<file path="src/rtl/vga_timing_pkg.sv">
// rtl/vga_timing_pkg.sv - shared segment state encoding and length lookup for the video timing axes
package vga_timing_pkg;

  typedef logic [1:0] seg_state_t;

  localparam seg_state_t SEG_SYNC   = 2'b00;
  localparam seg_state_t SEG_BP     = 2'b01;
  localparam seg_state_t SEG_ACTIVE = 2'b10;
  localparam seg_state_t SEG_FP     = 2'b11;

  // Length of the segment a given state occupies on one axis.
  function automatic int unsigned seg_len(
    input seg_state_t  s,
    input int unsigned l_sync,
    input int unsigned l_bp,
    input int unsigned l_active,
    input int unsigned l_fp
  );
    int unsigned len;
    len = l_sync;
    case (s)
      SEG_BP:     len = l_bp;
      SEG_ACTIVE: len = l_active;
      SEG_FP:     len = l_fp;
      default:    len = l_sync;
    endcase
    return len;
  endfunction

endpackage

</file>
<file path="src/rtl/vga_timing_gen_axis.sv">
// rtl/vga_timing_gen_axis.sv - one timing axis: SYNC/BP/ACTIVE/FP state with a per-segment counter
module timing_axis
  import vga_timing_pkg::*;
#(
  parameter int unsigned CNT_W    = 11,
  parameter int unsigned L_SYNC   = 1,
  parameter int unsigned L_BP     = 1,
  parameter int unsigned L_ACTIVE = 1,
  parameter int unsigned L_FP     = 1
) (
  input  logic             sys_clk,
  input  logic             reset,
  input  logic             adv,
  output seg_state_t       state,
  output logic [CNT_W-1:0] cnt,
  output logic             term
);

  // Zero-length segments would never terminate; oversize ones would wrap the counter.
  if (L_SYNC == 0 || L_BP == 0 || L_ACTIVE == 0 || L_FP == 0) begin : g_zero_len
    $error("timing_axis: segment length of zero is not allowed");
  end
  if (64'(L_SYNC) > (64'd1 << CNT_W) || 64'(L_BP) > (64'd1 << CNT_W) ||
      64'(L_ACTIVE) > (64'd1 << CNT_W) || 64'(L_FP) > (64'd1 << CNT_W)) begin : g_long_len
    $error("timing_axis: segment length exceeds counter range");
  end

  logic [CNT_W-1:0] last_cnt;

  // Final count value of the current segment, truncated to counter width (LEN <= 2**CNT_W keeps it exact).
  always_comb begin
    last_cnt = CNT_W'(seg_len(state, L_SYNC, L_BP, L_ACTIVE, L_FP) - 32'd1);
  end

  // Terminal strobe is suppressed during reset so nothing downstream advances off stale state.
  assign term = ~reset & adv & (cnt == last_cnt);

  // Count within the segment; on the last count move to the next segment (2-bit wrap gives FP->SYNC).
  always_ff @(posedge sys_clk) begin
    if (reset) begin
      state <= SEG_SYNC;
      cnt   <= '0;
    end else if (adv) begin
      if (cnt == last_cnt) begin
        state <= state + 2'd1;
        cnt   <= '0;
      end else begin
        cnt <= cnt + CNT_W'(1);
      end
    end
  end

endmodule

</file>
<file path="src/rtl/vga_timing_gen.sv">
// rtl/vga_timing_gen.sv - parametrised video timing generator with sync, data enable, coordinates and strobes
module vga_timing_gen
  import vga_timing_pkg::*;
#(
  parameter int unsigned CNT_W     = 11,
  parameter int unsigned H_SYNC    = 128,
  parameter int unsigned H_BP      = 88,
  parameter int unsigned H_ACTIVE  = 800,
  parameter int unsigned H_FP      = 40,
  parameter int unsigned V_SYNC    = 4,
  parameter int unsigned V_BP      = 23,
  parameter int unsigned V_ACTIVE  = 600,
  parameter int unsigned V_FP      = 1,
  parameter bit          HSYNC_POL = 1'b1,
  parameter bit          VSYNC_POL = 1'b1
) (
  input  logic             sys_clk,
  input  logic             reset,
  input  logic             pix_ce,
  output logic             hsync,
  output logic             vsync,
  output logic             de,
  output logic [CNT_W-1:0] x,
  output logic [CNT_W-1:0] y,
  output logic             line_end,
  output logic             frame_end
);

  seg_state_t       h_state;
  seg_state_t       v_state;
  logic [CNT_W-1:0] h_cnt;
  logic [CNT_W-1:0] v_cnt;
  logic             h_term;
  logic             v_term;

  timing_axis #(
    .CNT_W   (CNT_W),
    .L_SYNC  (H_SYNC),
    .L_BP    (H_BP),
    .L_ACTIVE(H_ACTIVE),
    .L_FP    (H_FP)
  ) u_h_axis (
    .sys_clk(sys_clk),
    .reset  (reset),
    .adv    (pix_ce),
    .state  (h_state),
    .cnt    (h_cnt),
    .term   (h_term)
  );

  // Vertical axis counts lines, so it advances once per completed line.
  timing_axis #(
    .CNT_W   (CNT_W),
    .L_SYNC  (V_SYNC),
    .L_BP    (V_BP),
    .L_ACTIVE(V_ACTIVE),
    .L_FP    (V_FP)
  ) u_v_axis (
    .sys_clk(sys_clk),
    .reset  (reset),
    .adv    (line_end),
    .state  (v_state),
    .cnt    (v_cnt),
    .term   (v_term)
  );

  // Strobes: terms already carry pix_ce and reset gating, so only the segment needs qualifying.
  always_comb begin
    line_end  = h_term & (h_state == SEG_FP);
    frame_end = v_term & (v_state == SEG_FP);
  end

  // Video outputs decode registered state only, so they move solely on enabled edges.
  always_comb begin
    hsync = (h_state == SEG_SYNC) ? HSYNC_POL : ~HSYNC_POL;
    vsync = (v_state == SEG_SYNC) ? VSYNC_POL : ~VSYNC_POL;
    de    = (h_state == SEG_ACTIVE) && (v_state == SEG_ACTIVE);
    x     = (h_state == SEG_ACTIVE) ? h_cnt : '0;
    y     = (v_state == SEG_ACTIVE) ? v_cnt : '0;
  end

endmodule
</file>
<file path="config.mk">
export PLATFORM = sky130hd
export DESIGN_NAME = vga_timing_gen
export DESIGN_NICKNAME = d
export VERILOG_FILES = /design/src/rtl/vga_timing_pkg.sv /design/src/rtl/vga_timing_gen_axis.sv /design/src/rtl/vga_timing_gen.sv
export SDC_FILE = /design/constraint.sdc
export NUM_CORES = 1
export LEC_CHECK = 0
export CAP_MARGIN = 20
export CORE_ASPECT_RATIO = 1.2
export CORE_UTILIZATION = 53
export CTS_CLUSTER_SIZE = 24
export DETAILED_ROUTE_END_ITERATION = 6
export GPL_ROUTABILITY_DRIVEN = 0
export HOLD_SLACK_MARGIN = 0.02
export PLACE_DENSITY = 0.92
export SLEW_MARGIN = 20
export SYNTH_ARGS = -nofsm -noshare
export SYNTH_HDL_FRONTEND = slang
export SYNTH_SLANG_ARGS = --single-unit
</file>
<file path="constraint.sdc">
create_clock -name sys_clk -period 2.4 [get_ports sys_clk]
set_input_delay 0.36 -clock sys_clk [delete_from_list [all_inputs] [get_ports sys_clk]]
set_output_delay 0.36 -clock sys_clk [all_outputs]
set_load 0.01 [all_outputs]
</file>
==> impl_metrics.json <==
{
  "dpl.hpwl_um": 3049,
  "skew_ns": 0.02177,
  "required_ns": 2.04,
  "synthSimpleGateAreaFrac_pct": 32.46,
  "synthXorXnorAreaFrac_pct": 10.43,
  "synth_common_cells": "dfxtp_1 (26), and2_1 (23), ha_1 (16)",
  "muxShareOfSynthArea_pct": 1.739,
  "antenna_found_initial": 0,
  "wl_per_cell_um": 16.82,
  "powerDensity_mw_per_mm2": 323.6,
  "tightest_slew_ns": 0.3941,
  "synth_top_area_cell": "dfxtp_1",
  "wirelength_um": 5047,
  "slew_headroom_pct": 73.45,
  "endpoint_kind": "output pin",
  "maxSlewViolCount": 0,
  "detailedRoute.firstIterationViolations": 69,
  "cts_tree": "built",
  "drive_gt1_share_pct": 29.17,
  "total_power_mw": 0.8228,
  "finalHoldViolCount": 0,
  "path_delay_family": "simple AND/OR/NAND/NOR gates",
  "critPathMaxStageDelay_ns": 0.39,
  "dpl_worst_slack_ns": -0.2541,
  "grt_use_total_pct": 27.87,
  "clk_path_buf_depth": 2,
  "setup_viol_count_final": 2,
  "yosysWarnings": 0,
  "core_area_sq_mm": 0.003083,
  "cts-root-buf": "clkbuf_4",
  "rows": 22,
  "grt_pass1_vias": 1661,
  "synth_edf_count": 0,
  "synth.distinct_cells": 37,
  "htreeDepth": 1,
  "cp_data_arrival_time_ns": 2.18,
  "grt_pass1_wl_um": 7134,
  "hp-start": "u_v_axis.cnt[7]",
  "die_h_um": 64.53,
  "cts_hold_buf": 0,
  "vias_per_cell": 5.947,
  "dr.pass1.iters": 5,
  "grt_max_degree": 17,
  "cts_buffers": 3,
  "cp_max_fo": 3,
  "syn_nets": 222,
  "synth_area_per_cell_sq_um": 8.506,
  "path_buf_inv": 4,
  "async_reset_ff_share_pct": 0,
  "fin_crit_sh_pct": 105.9,
  "leakagePower_nw": 1.034,
  "grt_remaining_overflow": 0,
  "ir_drop_v": 0.0004266,
  "initial_core_util_pct": 56.01,
  "cpMaxStageDelayCell": "dfxtp_4",
  "synth_area_sq_mm": 0.001727,
  "portBuffers": 29,
  "drtAntennaViolNets": 0,
  "drc": 0,
  "die_area_sq_mm": 0.003491,
  "yosysMostFrequentCell": "dfxtp_1",
  "die_w_um": 54.11,
  "synth-seq-cells": 26,
  "vias": 1784,
  "violations": "negative setup slack",
  "num_antenna_cells": 0,
  "setup_ws_ns": -0.1423,
  "synthAdderAreaFrac_pct": 11.59,
  "yosysTopAreaCellShare_pct": 30.14,
  "maxCapViolations": 0,
  "fin_util_pct": 82.47,
  "rsz0062_at_grt": "yes",
  "cp-start-kind": "flop",
  "status": "complete, but fails checks",
  "worstSetupPathType": "reg -> out",
  "synth-compound-area-share_pct": 10.14,
  "fmax_mhz": 393.4,
  "cts.sink_count": 26,
  "hp-class": "reg -> reg",
  "yosysSeqAreaShare_pct": 30.14,
  "area_growth_syn_to_layout_pct": 47.25,
  "fin_nets": 284,
  "syn_inst": 203,
  "fillers": 182,
  "crit_start": "u_h_axis.state[0]",
  "r2r_start": "u_h_axis.state[0]",
  "synth.area.top_cells": "dfxtp_1 (30%), ha_1 (12%), and2_1 (8.3%), xor2_1 (6.1%), a21oi_1 (3.8%)",
  "ios": 30,
  "min_period_ns": 2.542,
  "synth_top_family_by_area": "simple AND/OR/NAND/NOR gates",
  "clock_latency_ns": 0.35,
  "timing.setup.tns_ns": -0.2069,
  "clk_pin_slew_ns": 0.16,
  "synthFlopType": "dfxtp_1",
  "cp_cell_sequence": "inv_4 > ha_4 > or3_4 > a211oi_4 > nand4_1 > buf_4 > inv_2 > and3_4 > buf_6"
}
cells by family after synthesis:
logic type / Yosys count
buffers and inverters: 15
adders and majority gates: 16
DFF: 26
muxes: 3
xor gates and xnor gates: 19
AOI/OAI and AO/OA: 28
and+or+nand+nor: 96
stage by stage:
stage	cell area [sq um]	hold slack (ns)	instances
floorplan	1727	0.4603	203
global placement	2236	0.4856	285
detailed placement	2236	0.4961	285
CTS	2409	0.5252	296
global route	2542	0.5941	300
finish	2542	0.5472	300
final cells by class:
type	count	area [sq um]	share of cell area (%)
Tap cell	36	45.04	1.772
Multi-Input combinational cell	163	1308	51.43
Sequential cell	26	525.5	20.67
Timing Repair Buffer	66	590.6	23.23
Inverter	5	21.27	0.8366
Clock inverter	1	30.03	1.181
Clock buffer	3	22.52	0.8858
sequential cells by signal (all words and copies together) (netlist names):
name	cells
u_h_axis.cnt	11
u_h_axis.state	2
u_v_axis.cnt	11
u_v_axis.state	2
worst paths after layout:
| check | endpoint | slack (ns) | cells past startpoint |
|---|---|---|---|
| min reg2reg | u_v_axis.cnt[7] | 0.55 | 2 |
| max reg2reg | u_v_axis.cnt[7] | 0.08 | 10 |
| min | u_v_axis.cnt[7] | 0.55 | 2 |
| max | frame_end | -0.14 | 9 |
worst register-to-register path, cell delays in order, from the launching register on:
cell     delay [ns]
dfxtp_4        0.39
inv_4          0.04
buf_4          0.14
ha_4           0.23
xnor2_2        0.15
buf_4          0.16
nor4b_4        0.29
buf_4          0.17
nand3_4        0.09
or4_4          0.50
a21oi_2        0.14
placed cells by master (no fill, tap or decap), types with 4 or more instances in the layout:
master and count:
nand4_1 6, clkdlybuf4s50_1 27, nand2_1 11, ha_1 11
o21ai_0 5, a21oi_1 8, xnor2_1 5, buf_4 34
and2_1 23, xor2_1 12, nand3_1 8, buf_6 4
nor2_1 15, dfxtp_1 24, a21oi_2 5, and3_1 4
power breakdown:
group | total, mW | switching (mW) | leakage [nW] | internal, mW
clock | 0.314 | 0.144 | 0.0279 | 0.169
sequential | 0.450 | 0.0106 | 0.212 | 0.439
combinational | 0.0593 | 0.0307 | 0.795 | 0.0286
routing by layer:
layer  global-route usage (%)  vias to the layer above  share of wire, %
met5                        0                        -                 0
li1                         -                      842                 -
met4                    16.03                        0               3.7
met2                    52.47                       78                56
met3                    3.052                       19               3.7
met1                    27.63                      845                36
timing repair:
| item | CTS | global route |
|---|---|---|
| pin swaps | 5 | 16 |
| gates cloned | 0 | 1 |
| gates resized for setup | 26 | 22 |
| setup endpoints to repair | 9 | 12 |
| buffers inserted | 9 | 6 |
Note: power is estimated with default switching activity, not from simulation.
